<file path="src/rtl/uart_arb_pkg.sv">
// Shared types for the UART TX arbiter: FSM state encoding and
// index-width helper used by the arbiter and the round-robin picker.
package uart_arb_pkg;

    typedef enum logic [1:0] {
        IDLE      = 2'd0,
        SEND      = 2'd1,
        WAIT_BUSY = 2'd2,
        WAIT_DONE = 2'd3
    } state_t;

    // Index width for n requesters; never narrower than one bit.
    function automatic int idx_w(input int n);
        return (n < 2) ? 1 : $clog2(n);
    endfunction

endpackage

</file>
<file path="src/rtl/uart_rr_pick.sv">
// Combinational rotate-priority picker. Searches i_last_idx+1, +2, ...
// modulo NUM_REQ and returns the first request found.
// Ports: i_req (request vector), i_last_idx (previous winner),
//        o_onehot / o_idx (winner), o_any (any request pending).
module uart_rr_pick
    import uart_arb_pkg::*;
#(
    parameter int NUM_REQ = 4,
    parameter int IDX_W   = idx_w(NUM_REQ)
) (
    input  logic [NUM_REQ-1:0] i_req,
    input  logic [IDX_W-1:0]   i_last_idx,
    output logic [NUM_REQ-1:0] o_onehot,
    output logic [IDX_W-1:0]   o_idx,
    output logic               o_any
);

    logic [IDX_W-1:0] w_cand;
    logic             w_found;

    always_comb begin
        o_onehot = '0;
        o_idx    = '0;
        w_found  = 1'b0;
        w_cand   = i_last_idx;
        for (int k = 0; k < NUM_REQ; k++) begin
            // Step the candidate with explicit wrap so that non power
            // of two NUM_REQ still rotates modulo NUM_REQ.
            w_cand = (w_cand == IDX_W'(NUM_REQ - 1)) ? '0
                                                     : w_cand + IDX_W'(1);
            if (!w_found && i_req[w_cand]) begin
                w_found          = 1'b1;
                o_onehot[w_cand] = 1'b1;
                o_idx            = w_cand;
            end
        end
    end

    assign o_any = |i_req;

endmodule

</file>
<file path="src/rtl/uart_tx_arbiter.sv">
// Round-robin arbiter sharing one uart_tx between NUM_REQ message
// senders; a grant is held from the first byte until the byte flagged
// last. Optional macro UART_ARB_TIMEOUT_EN releases an idle grant
// after TIMEOUT_CLKS cycles.
// Ports: i_clk, i_rst (sync, active high); per-requester i_req_valid,
//        i_req_data, i_req_last, o_req_ready; o_grant one-hot owner;
//        o_tx_din / o_tx_valid / i_tx_busy to uart_tx; o_busy.
module uart_tx_arbiter
    import uart_arb_pkg::*;
#(
    parameter int NUM_REQ      = 4,
    parameter int DATA_WIDTH   = 8,
    parameter int TIMEOUT_CLKS = 100000
) (
    input  logic                          i_clk,
    input  logic                          i_rst,
    input  logic [NUM_REQ-1:0]            i_req_valid,
    input  logic [NUM_REQ*DATA_WIDTH-1:0] i_req_data,
    input  logic [NUM_REQ-1:0]            i_req_last,
    output logic [NUM_REQ-1:0]            o_req_ready,
    output logic [NUM_REQ-1:0]            o_grant,
    output logic [DATA_WIDTH-1:0]         o_tx_din,
    output logic                          o_tx_valid,
    input  logic                          i_tx_busy,
    output logic                          o_busy
);

    localparam int IW = idx_w(NUM_REQ);

    state_t                  r_state;
    state_t                  w_next;
    logic [NUM_REQ-1:0]      r_grant;
    logic [IW-1:0]           r_gidx;
    logic [IW-1:0]           r_last_idx;
    logic [DATA_WIDTH-1:0]   r_din;
    logic                    r_tx_valid;
    logic                    r_last_q;

    logic [NUM_REQ-1:0]      w_pick_oh;
    logic [IW-1:0]           w_pick_idx;
    logic                    w_any;
    logic                    w_start;
    logic                    w_hs;
    logic                    w_rel;
    logic                    w_tmo;

    uart_rr_pick #(
        .NUM_REQ (NUM_REQ),
        .IDX_W   (IW)
    ) u_pick (
        .i_req      (i_req_valid),
        .i_last_idx (r_last_idx),
        .o_onehot   (w_pick_oh),
        .o_idx      (w_pick_idx),
        .o_any      (w_any)
    );

    // A new grant also waits for busy low, so a frame left in flight by
    // a reset is never overrun by the next owner.
    assign w_start = (r_state == IDLE) && w_any && !i_tx_busy;
    assign w_hs    = (r_state == SEND) && i_req_valid[r_gidx] && !i_tx_busy;
    assign w_rel   = (r_state == WAIT_DONE) && !i_tx_busy && r_last_q;

`ifdef UART_ARB_TIMEOUT_EN
    localparam int TW = $clog2(TIMEOUT_CLKS + 1);

    logic [TW-1:0] r_tmo;
    logic          w_idle;

    assign w_idle = (r_state == SEND) && !i_req_valid[r_gidx];

    always_ff @(posedge i_clk) begin
        if (i_rst || !w_idle) begin
            r_tmo <= '0;
        end else begin
            r_tmo <= r_tmo + TW'(1);
        end
    end

    // Fires on the TIMEOUT_CLKS-th consecutive idle SEND cycle.
    assign w_tmo = w_idle && (r_tmo == TW'(TIMEOUT_CLKS - 1));
`else
    logic w_unused_tmo;

    assign w_tmo        = 1'b0;
    assign w_unused_tmo = |TIMEOUT_CLKS;
`endif

    always_ff @(posedge i_clk) begin
        if (i_rst) begin
            r_state <= IDLE;
        end else begin
            r_state <= w_next;
        end
    end

    always_comb begin
        w_next = r_state;
        unique case (r_state)
            IDLE: begin
                if (w_start) w_next = SEND;
            end
            SEND: begin
                if (w_tmo)     w_next = IDLE;
                else if (w_hs) w_next = WAIT_BUSY;
            end
            WAIT_BUSY: begin
                if (i_tx_busy) w_next = WAIT_DONE;
            end
            WAIT_DONE: begin
                if (!i_tx_busy) w_next = r_last_q ? IDLE : SEND;
            end
            default: w_next = IDLE;
        endcase
    end

    always_ff @(posedge i_clk) begin
        if (i_rst) begin
            r_grant    <= '0;
            r_gidx     <= '0;
            r_last_idx <= IW'(NUM_REQ - 1);
            r_din      <= '0;
            r_tx_valid <= 1'b0;
            r_last_q   <= 1'b0;
        end else begin
            r_tx_valid <= w_hs;
            if (w_start) begin
                r_grant <= w_pick_oh;
                r_gidx  <= w_pick_idx;
            end
            if (w_hs) begin
                r_din    <= i_req_data[r_gidx*DATA_WIDTH +: DATA_WIDTH];
                r_last_q <= i_req_last[r_gidx];
            end
            if (w_rel || w_tmo) begin
                r_grant    <= '0;
                r_last_idx <= r_gidx;
            end
        end
    end

    always_comb begin
        o_grant     = r_grant;
        o_req_ready = ((r_state == SEND) && !i_tx_busy) ? r_grant : '0;
        o_tx_din    = r_din;
        o_tx_valid  = r_tx_valid;
        o_busy      = (r_state != IDLE);
    end

endmodule

</file>
<file path="config.mk">
export PLATFORM = sky130hd
export DESIGN_NAME = uart_tx_arbiter
export DESIGN_NICKNAME = d
export VERILOG_FILES = /design/src/rtl/uart_arb_pkg.sv /design/src/rtl/uart_rr_pick.sv /design/src/rtl/uart_tx_arbiter.sv
export SDC_FILE = /design/constraint.sdc
export NUM_CORES = 1
export LEC_CHECK = 0
export ABC_AREA = 1
export CAP_MARGIN = 20
export CORE_AREA = 2 2 66 68
export CTS_CLUSTER_SIZE = 28
export DETAILED_ROUTE_END_ITERATION = 7
export DIE_AREA = 0 0 68 70
export PLACE_DENSITY = 0.79
export SLEW_MARGIN = 20
export SYNTH_ARGS = -nofsm -noshare
export SYNTH_HDL_FRONTEND = slang
export SYNTH_HIERARCHICAL = 1
export SYNTH_SLANG_ARGS = --single-unit
</file>
<file path="constraint.sdc">
create_clock -name i_clk -period 2.75 [get_ports i_clk]
set_input_delay 0.275 -clock i_clk [delete_from_list [all_inputs] [get_ports i_clk]]
set_output_delay 0.275 -clock i_clk [all_outputs]
set_load 0.01 [all_outputs]
</file>
Word level (Yosys, flattened, before mapping)
Cells that the tools add are included.
W data, S select, Z words.
{"block": "word_totals", "ff_bits": 20, "latchBits": 0, "mem_bits_rw": 0, "rom_bits": 0, "output_inout_bits": 18, "elab_cells": 100, "n_memories": 0}
{"block": "op_classes", "n_addsub": 4, "multipliers": 0, "div": 0, "n_lt_le_gt_ge": 9, "n_eq_ne": 11, "shifts": 1, "mux": 42, "n_bitwise": 3, "reduce_logical": 23}
{"op": "$shiftx A32 B6 Y8", "count": 1}
{"op": "$mux W2", "count": 12}
{"op": "$mux W4", "count": 5}
{"op": "$lt A2 B3 Y1 const B", "count": 5}
{"op": "$logic_and A1 B1 Y1", "count": 14}
{"op": "$mux W1", "count": 14}
{"op": "$bmux W1 S2", "count": 6}
{"op": "$eq A2 B2 Y1 const B", "count": 6}
{"op": "$or A4 B4 Y4", "count": 3}
{"op": "$add A2 B1 Y2 const B", "count": 4}
{"op": "$demux W1 S2", "count": 4}
{"op": "$ge A2 B1 Y1 const B", "count": 4}
{"op": "$ne A2 B2 Y1 const B", "count": 4}
{"op": "$pmux W2 S4", "count": 1}
{"op": "$logic_not A1 Y1", "count": 4}
{"op": "$reduce_and A4 Y1", "count": 1}
{"op": "$reduce_or A4 Y1", "count": 1}
{"op": "$eq A2 B1 Y1 const B", "count": 1}
{"op": "$logic_not A2 Y1", "count": 1}
{"op": "$reduce_bool A2 Y1", "count": 1}
{"op": "$reduce_or A2 Y1", "count": 1}

Logic depth before layout (Yosys ltp)
{"block": "depth", "depth_word": 14, "depth_mapped": 14, "ltp_nobuf": 13}

Modules after synthesis
The synthesis kept the hierarchy.
{"module": "uart_tx_arbiter", "n_inst": 1, "cells_per_inst": 173, "area_per_inst_um2": 1169.9, "seq_area_each_um2": 400.4}
{"module": "uart_rr_pick", "n_inst": 1, "cells_per_inst": 114, "area_per_inst_um2": 641.9, "seq_area_each_um2": 0.0}

Worst setup path before layout
Ideal clock, no wire load.
{"block": "synth_path", "path_kind": "register -> register", "start": "register r_last_idx[0]", "end": "register r_grant[2] (netlist: o_grant[2])", "setup_ns": 0.119, "arrival_ns": 1.858, "required_ns": 2.631, "path_slack_ns": 0.772, "stages_incl_launch_ff": 13, "path_buffers": 0, "period_less_slack_ns": 1.978, "cell_sequence": "dfxtp_1 -> inv_1 -> ha_1 -> inv_2 -> nand2_1 -> nand2_1 -> nand2_2 -> nand2_4 -> nor2_8 -> nand3_1 -> nand3_1 -> o21ai_0 -> a21oi_1"}
{"block": "synth_between", "elab_chain_len": 14, "elab_cells_between_ends": 56, "cone_classes": "add/sub (4); order compare (8); eq/ne (4); mux (27); bitwise (3); reduce/logical (10)"}
{"item": "start, declared", "line_no": "uart_tx_arbiter.sv:34", "rtl": "logic [IW-1:0] r_last_idx;"}
{"item": "start signal, assigned", "line_no": "uart_tx_arbiter.sv:121", "rtl": "r_last_idx <= IW'(NUM_REQ - 1);"}
{"item": "start signal, assigned", "line_no": "uart_tx_arbiter.sv:137", "rtl": "r_last_idx <= r_gidx;"}
{"item": "$add A2 B1 Y2 or $eq A2 B2 Y1 (tied branches)", "line_no": "uart_rr_pick.sv:30, uart_rr_pick.sv:29"}
{"item": "$mux W2 (*)", "line_no": "uart_rr_pick.sv:29", "rtl": "w_cand = (w_cand == IDX_W'(NUM_REQ - 1)) ? '0"}
{"item": "$add A2 B1 Y2, or another cell as far along", "line_no": "uart_rr_pick.sv:30", "rtl": ": w_cand + IDX_W'(1);"}
{"item": "$mux W2 or $mux W1 (tied branches)", "line_no": "uart_rr_pick.sv:29, uart_rr_pick.sv:31"}
{"item": "$add A2 B1 Y2, or another cell as far along", "line_no": "uart_rr_pick.sv:30"}
{"item": "$mux W2, or another cell as far along", "line_no": "uart_rr_pick.sv:29"}
{"item": "$add A2 B1 Y2, or another cell as far along", "line_no": "uart_rr_pick.sv:30"}
{"item": "$mux W2, or another cell as far along", "line_no": "uart_rr_pick.sv:29"}
{"item": "$lt A2 B3 Y1 (implied by the code), or another cell as far along", "line_no": "uart_rr_pick.sv:33", "rtl": "o_onehot[w_cand] = 1'b1;"}
{"item": "$logic_and A1 B1 Y1 (implied by the code), or another cell as far along", "line_no": "uart_rr_pick.sv:33"}
{"item": "$mux W1 (implied by the code), or another cell as far along", "line_no": "uart_rr_pick.sv:33"}
{"item": "$demux W1 S2, or another cell as far along"}
{"item": "$or A4 B4 Y4 (no line) or $logic_and A1 B1 Y1 (tied branches)"}
{"item": "$mux W4 (*)", "line_no": "uart_rr_pick.sv:31", "rtl": "if (!w_found && i_req[w_cand]) begin"}
{"item": "named net w_pick_oh[2]", "line_no": "uart_tx_arbiter.sv:39", "rtl": "logic [NUM_REQ-1:0] w_pick_oh;"}
{"item": "end signal, assigned", "line_no": "uart_tx_arbiter.sv:128", "rtl": "r_grant <= w_pick_oh;"}
{"item": "end, declared", "line_no": "uart_tx_arbiter.sv:32", "rtl": "logic [NUM_REQ-1:0] r_grant;"}
Mark *: on every way through the listed nets, which the timed path passes. The rest lies on a longest branch. The select of a mux whose other input is x is not followed.
A chain may end at the register's enable or synchronous reset.

Worst setup path in the final report
{"block": "layout_path", "start": "register r_last_idx[0]", "end": "register r_grant[1] (netlist: o_grant[1])"}
Same word-level chain as after synthesis.

==> results.md <==
Clock tree:
- The number of buffers between clock root and the deepest sink is 2.
- The total clock buffers created by CTS is 3.
- TritonCTS built the clock tree.
- The count of hold-fix buffers inserted at cts is 0.
- The count of cells resized by post-cts repair is 0.
- The count of clock tree sinks is 20.
- Clock tree synthesis selected as its root buffer the cell clkbuf_8.
- The count of buffers added by post-CTS timing repair for setup is 0.
- The latest clock arrival within the worst-skew pair is 0.26 ns.
- The clock-pin slew on the worst setup and hold paths is 0.08 ns.
- The number of H-tree levels is 1.

STA:
- Setup repair after global routing left no endpoint under its margin.
- The peak clock frequency supported by timing is 449 MHz.
- Across all hold checks on the routed design, the worst slack comes to 0.467 ns.
- Clock skew on the completed layout was measured at 0.00525 ns.
- The total count of max-transition violations in the final report came to 0.
- The transition time of the tightest slew-check pin is 0.580 ns.
- The worst path needs 2.23 ns of the cycle, external delays included.
- The total negative slack for setup checks is 0 ns.
- In the finished design, the share of the clock period the worst path needs comes to 81.0%.
- The headroom to the max-slew limit is 61.3%.
- The count of endpoints failing setup in the final report is 0.
- The count of endpoints failing hold in the final timing report is 0.

Critical path:
- The termination of the worst setup path is o_grant[1]$_SDFFE_PP0P_.
- Setup slack on the worst reg-to-reg path comes out at 0.52 ns.
- STA classifies the critical path endpoint as a flip-flop.
- The worst reg2reg path endpoint is o_grant[1]$_SDFFE_PP0P_.
- Data on the critical path is required at its endpoint by 2.90 ns.
- STA puts the critical path data arrival time at 2.38 ns.
- The slowest stage of the critical path is the dfxtp_1 cell.
- The signal on the critical path passes through inv_1 -> ha_1 -> inv_2 -> nand2_1 -> nand2_1 -> nand2_1 -> nand2_1 -> nor2_4 -> nand3_1 -> nand3_1 -> o21ai_0 -> a21oi_1.
- The critical path start-end classification is reg -> reg.
- The delay contributed by the slowest stage of the critical path is 0.52 ns.
- The type of element launching the critical path is a flip-flop.
- The maximum fanout along the worst path is 8.
- The worst setup path startpoint is r_last_idx[0]$_SDFFE_PP1P_.
- The cell that appears most often on the critical path is nand2_1.
- In this run the critical register-to-register path is launched from r_last_idx[0]$_SDFFE_PP1P_.
- The depth of the most critical reg-to-reg path is 12.

Synthesis:
- The number of nets in the synthesized netlist is 343.
- The synthesized design contains 0 enable-type register cells.
- The number of unique standard cell types used by synthesis is 29.
- The mapped netlist covers 1810 µm².
- The count of warnings emitted by yosys is 6.
- The average footprint of a synthesized cell is 6.31 µm².
- Synthesis handed over a netlist of 287 instances.
- The number of synthesized register bits is 20.
- After synthesis, flip-flops and latches occupy 22.1% of the total area.
- In the synthesized netlist the dominant register cell turns out to be dfxtp_1.
- The fraction of synthesis flops using an asynchronous set or reset pin is 0%.

Route:
- The final routed wirelength across all metal layers is 5020 µm.
- Across all layers, the routed design uses 2038 vias.
- The number of nets with antenna violations after detailed routing is 0.
- The number of remaining DRC errors is 0.
- The mean number of vias per cell is 5.17.
- For this block, the initial DRC count from the detailed router was 130.
- The average wire per standard cell is 12.7 µm.
- The total iterations of the first detailed-routing run is 4.

Power and ir drop:
- The design internal power is 731 µW.
- In this run switching power makes up 41.1% of total power.
- IR analysis of the VDD net gives a maximum drop of 345 µV.
- The total power is 1240 µW.
- The share of power burned in the clock network is 15.8%.
- The sequential power share is 31.2%.
- The total net switching power is 510 µW.
- The power density normalized to cell area is 506 nW/µm².
- In this run the static leakage power is 0.00109 µW.
- The power share of the combinational group is 53.0%.

Placed design:
- Detailed placement finished with a half-perimeter wire length of 3900 µm.
- Routability-driven placement finished with a final weighted congestion of 0.954.
- The count of buffers added on input and output ports is 60.

Layout:
- The net total in the final layout is 400.
- The post-route core utilization is 59.1%.
- The number of diodes added for antenna fixing is 0.
- The area growth from synthesis to layout is 35.3%.
- In the layout the commonest cells are nand2_1 (70), clkdlybuf4s50_1 (60), inv_1 (30), nor2_1 (29), nand3_1 (28).
- The filler cells instantiated in the layout total 398.
- The library cell used most frequently in the layout, excluding fill and tap cells, is nand2_1.
- The fraction of final layout cells sized beyond drive strength 1 is 9.94%.

Global routing:
- The combined global-route utilization of all metal layers is 21.0%.
- The initial antenna violation count is 0.
- After global routing the overflow that remains totals 0.
- Entering global routing, the biggest net connects 23 pins.
- The number of global-route vias before repair is 1835.
- The first global-routing pass estimated 7870 µm of wire.

Die:
- After floorplanning, the core was divided into 24 placement rows.
- The die covers 4760 µm².
- For this configuration, the core starts out at a cell density of 43.7%.
- The core region is 4140 µm².
- The width of the die is 68 µm.
- In this run the vertical extent of the chip is 70 µm.
- For this design the top-level I/O count stands at 61.

Job:
- The number of max-capacitance violations reported is 0.

Status:
- The flow ran to the end, and the final reports show no timing, DRC or antenna violations.

Worst hold path:
- The type of the most critical hold path is reg -> reg.
-- synthesized netlist by cell type, types with 2 or more instances --
| master | number | area, µm² |
|---|---|---|
| nand3_2 | 4 | 40.0 |
| inv_1 | 30 | 113 |
| nand2_1 | 70 | 263 |
| o211ai_1 | 2 | 15.0 |
| nand3_1 | 28 | 140 |
| buf_6 | 3 | 33.8 |
| a21oi_1 | 16 | 80.1 |
| inv_2 | 3 | 11.3 |
| dfxtp_1 | 20 | 400 |
| nor2_4 | 2 | 22.5 |
| nor3_1 | 2 | 10.0 |
| o22ai_1 | 9 | 56.3 |
| nor2_1 | 29 | 109 |
| nand2_2 | 13 | 81.3 |
| nand2_4 | 3 | 33.8 |
| ha_1 | 13 | 163 |
| buf_2 | 2 | 10.0 |
| o21ai_0 | 26 | 130 |
| a21oi_2 | 2 | 17.5 |
-- stage by stage --
stage          cell area, µm²  std cells  setup WS (ns)
6_report                 2450        394          0.523
5_1_grt                  2450        394          0.306
4_1_cts                  2450        394          0.544
3_5_place_dp             2410        391          0.550
3_3_place_gp             2410        391          0.612
2_1_floorplan            1810        287          0.772
-- layout make-up --
cell class	count	area, µm²	share of cell area, %
clock buffer	3	41.3	1.68
inverter	33	124	5.05
multi-input combinational	224	1200	49.2
sequential	20	400	16.3
timing repair buffer	62	616	25.1
tap	52	65.1	2.65
-- metal layers --
metal	GRT usage (%)	up-vias	part of all wire [%]
met4	5.56	0	1.9
met5	0	-	0
met3	5.15	15	9.9
met2	36.7	77	46
li1	-	1044	-
met1	24.8	902	42
-- worst min-delay path by stage --
stage / depth (start not counted) / to / slack [ns] / startpoint
global placement: 2 / o_tx_din[7]$_SDFFE_PP0P_ / 0.45 / o_tx_din[7]$_SDFFE_PP0P_
floorplan: 2 / r_last_idx[0]$_SDFFE_PP1P_ / 0.45 / i_rst
CTS: 2 / o_tx_din[6]$_SDFFE_PP0P_ / 0.47 / o_tx_din[6]$_SDFFE_PP0P_
global route: 2 / o_tx_din[6]$_SDFFE_PP0P_ / 0.49 / o_tx_din[6]$_SDFFE_PP0P_
finish: 2 / o_tx_din[6]$_SDFFE_PP0P_ / 0.47 / o_tx_din[6]$_SDFFE_PP0P_
detailed placement: 2 / o_tx_din[6]$_SDFFE_PP0P_ / 0.46 / o_tx_din[6]$_SDFFE_PP0P_
-- critical path, delay by kind of cell, from the launching register on --
family,cells,cell delay (ns)
fa+ha+maj,1,0.42
buf+inv,2,0.33
compound gates,2,0.22
simple gates,7,0.62
flops,1,0.52
-- sequential cells by signal, summed over array words and instances (netlist names) --
signal / flops
r_last_idx: 2
r_state: 2
o_grant: 4
o_tx_din: 8
o_tx_valid: 1
r_last_q: 1
r_gidx: 2
-- power by group through the flow --
stage               sequential, µW  clock (µW)  combinational, µW
finish                         387         196                658
global route                   396         208                734
CTS                            388         195                663
detailed placement             394           0                657
global placement               393           0                638
floorplan                      394           0                426
-- logic make-up after synthesis --
family                     count (synthesis)  share of synthesized area, %
and+or+nand+nor                          154                          40.4
AOI/OAI and AO/OA                         57                          17.1
buffers and inverters                     43                          11.4
DFF                                       20                          22.1
adders and majority gates                 13                          8.98
No activity file was read; power rests on OpenSTA's default activity.
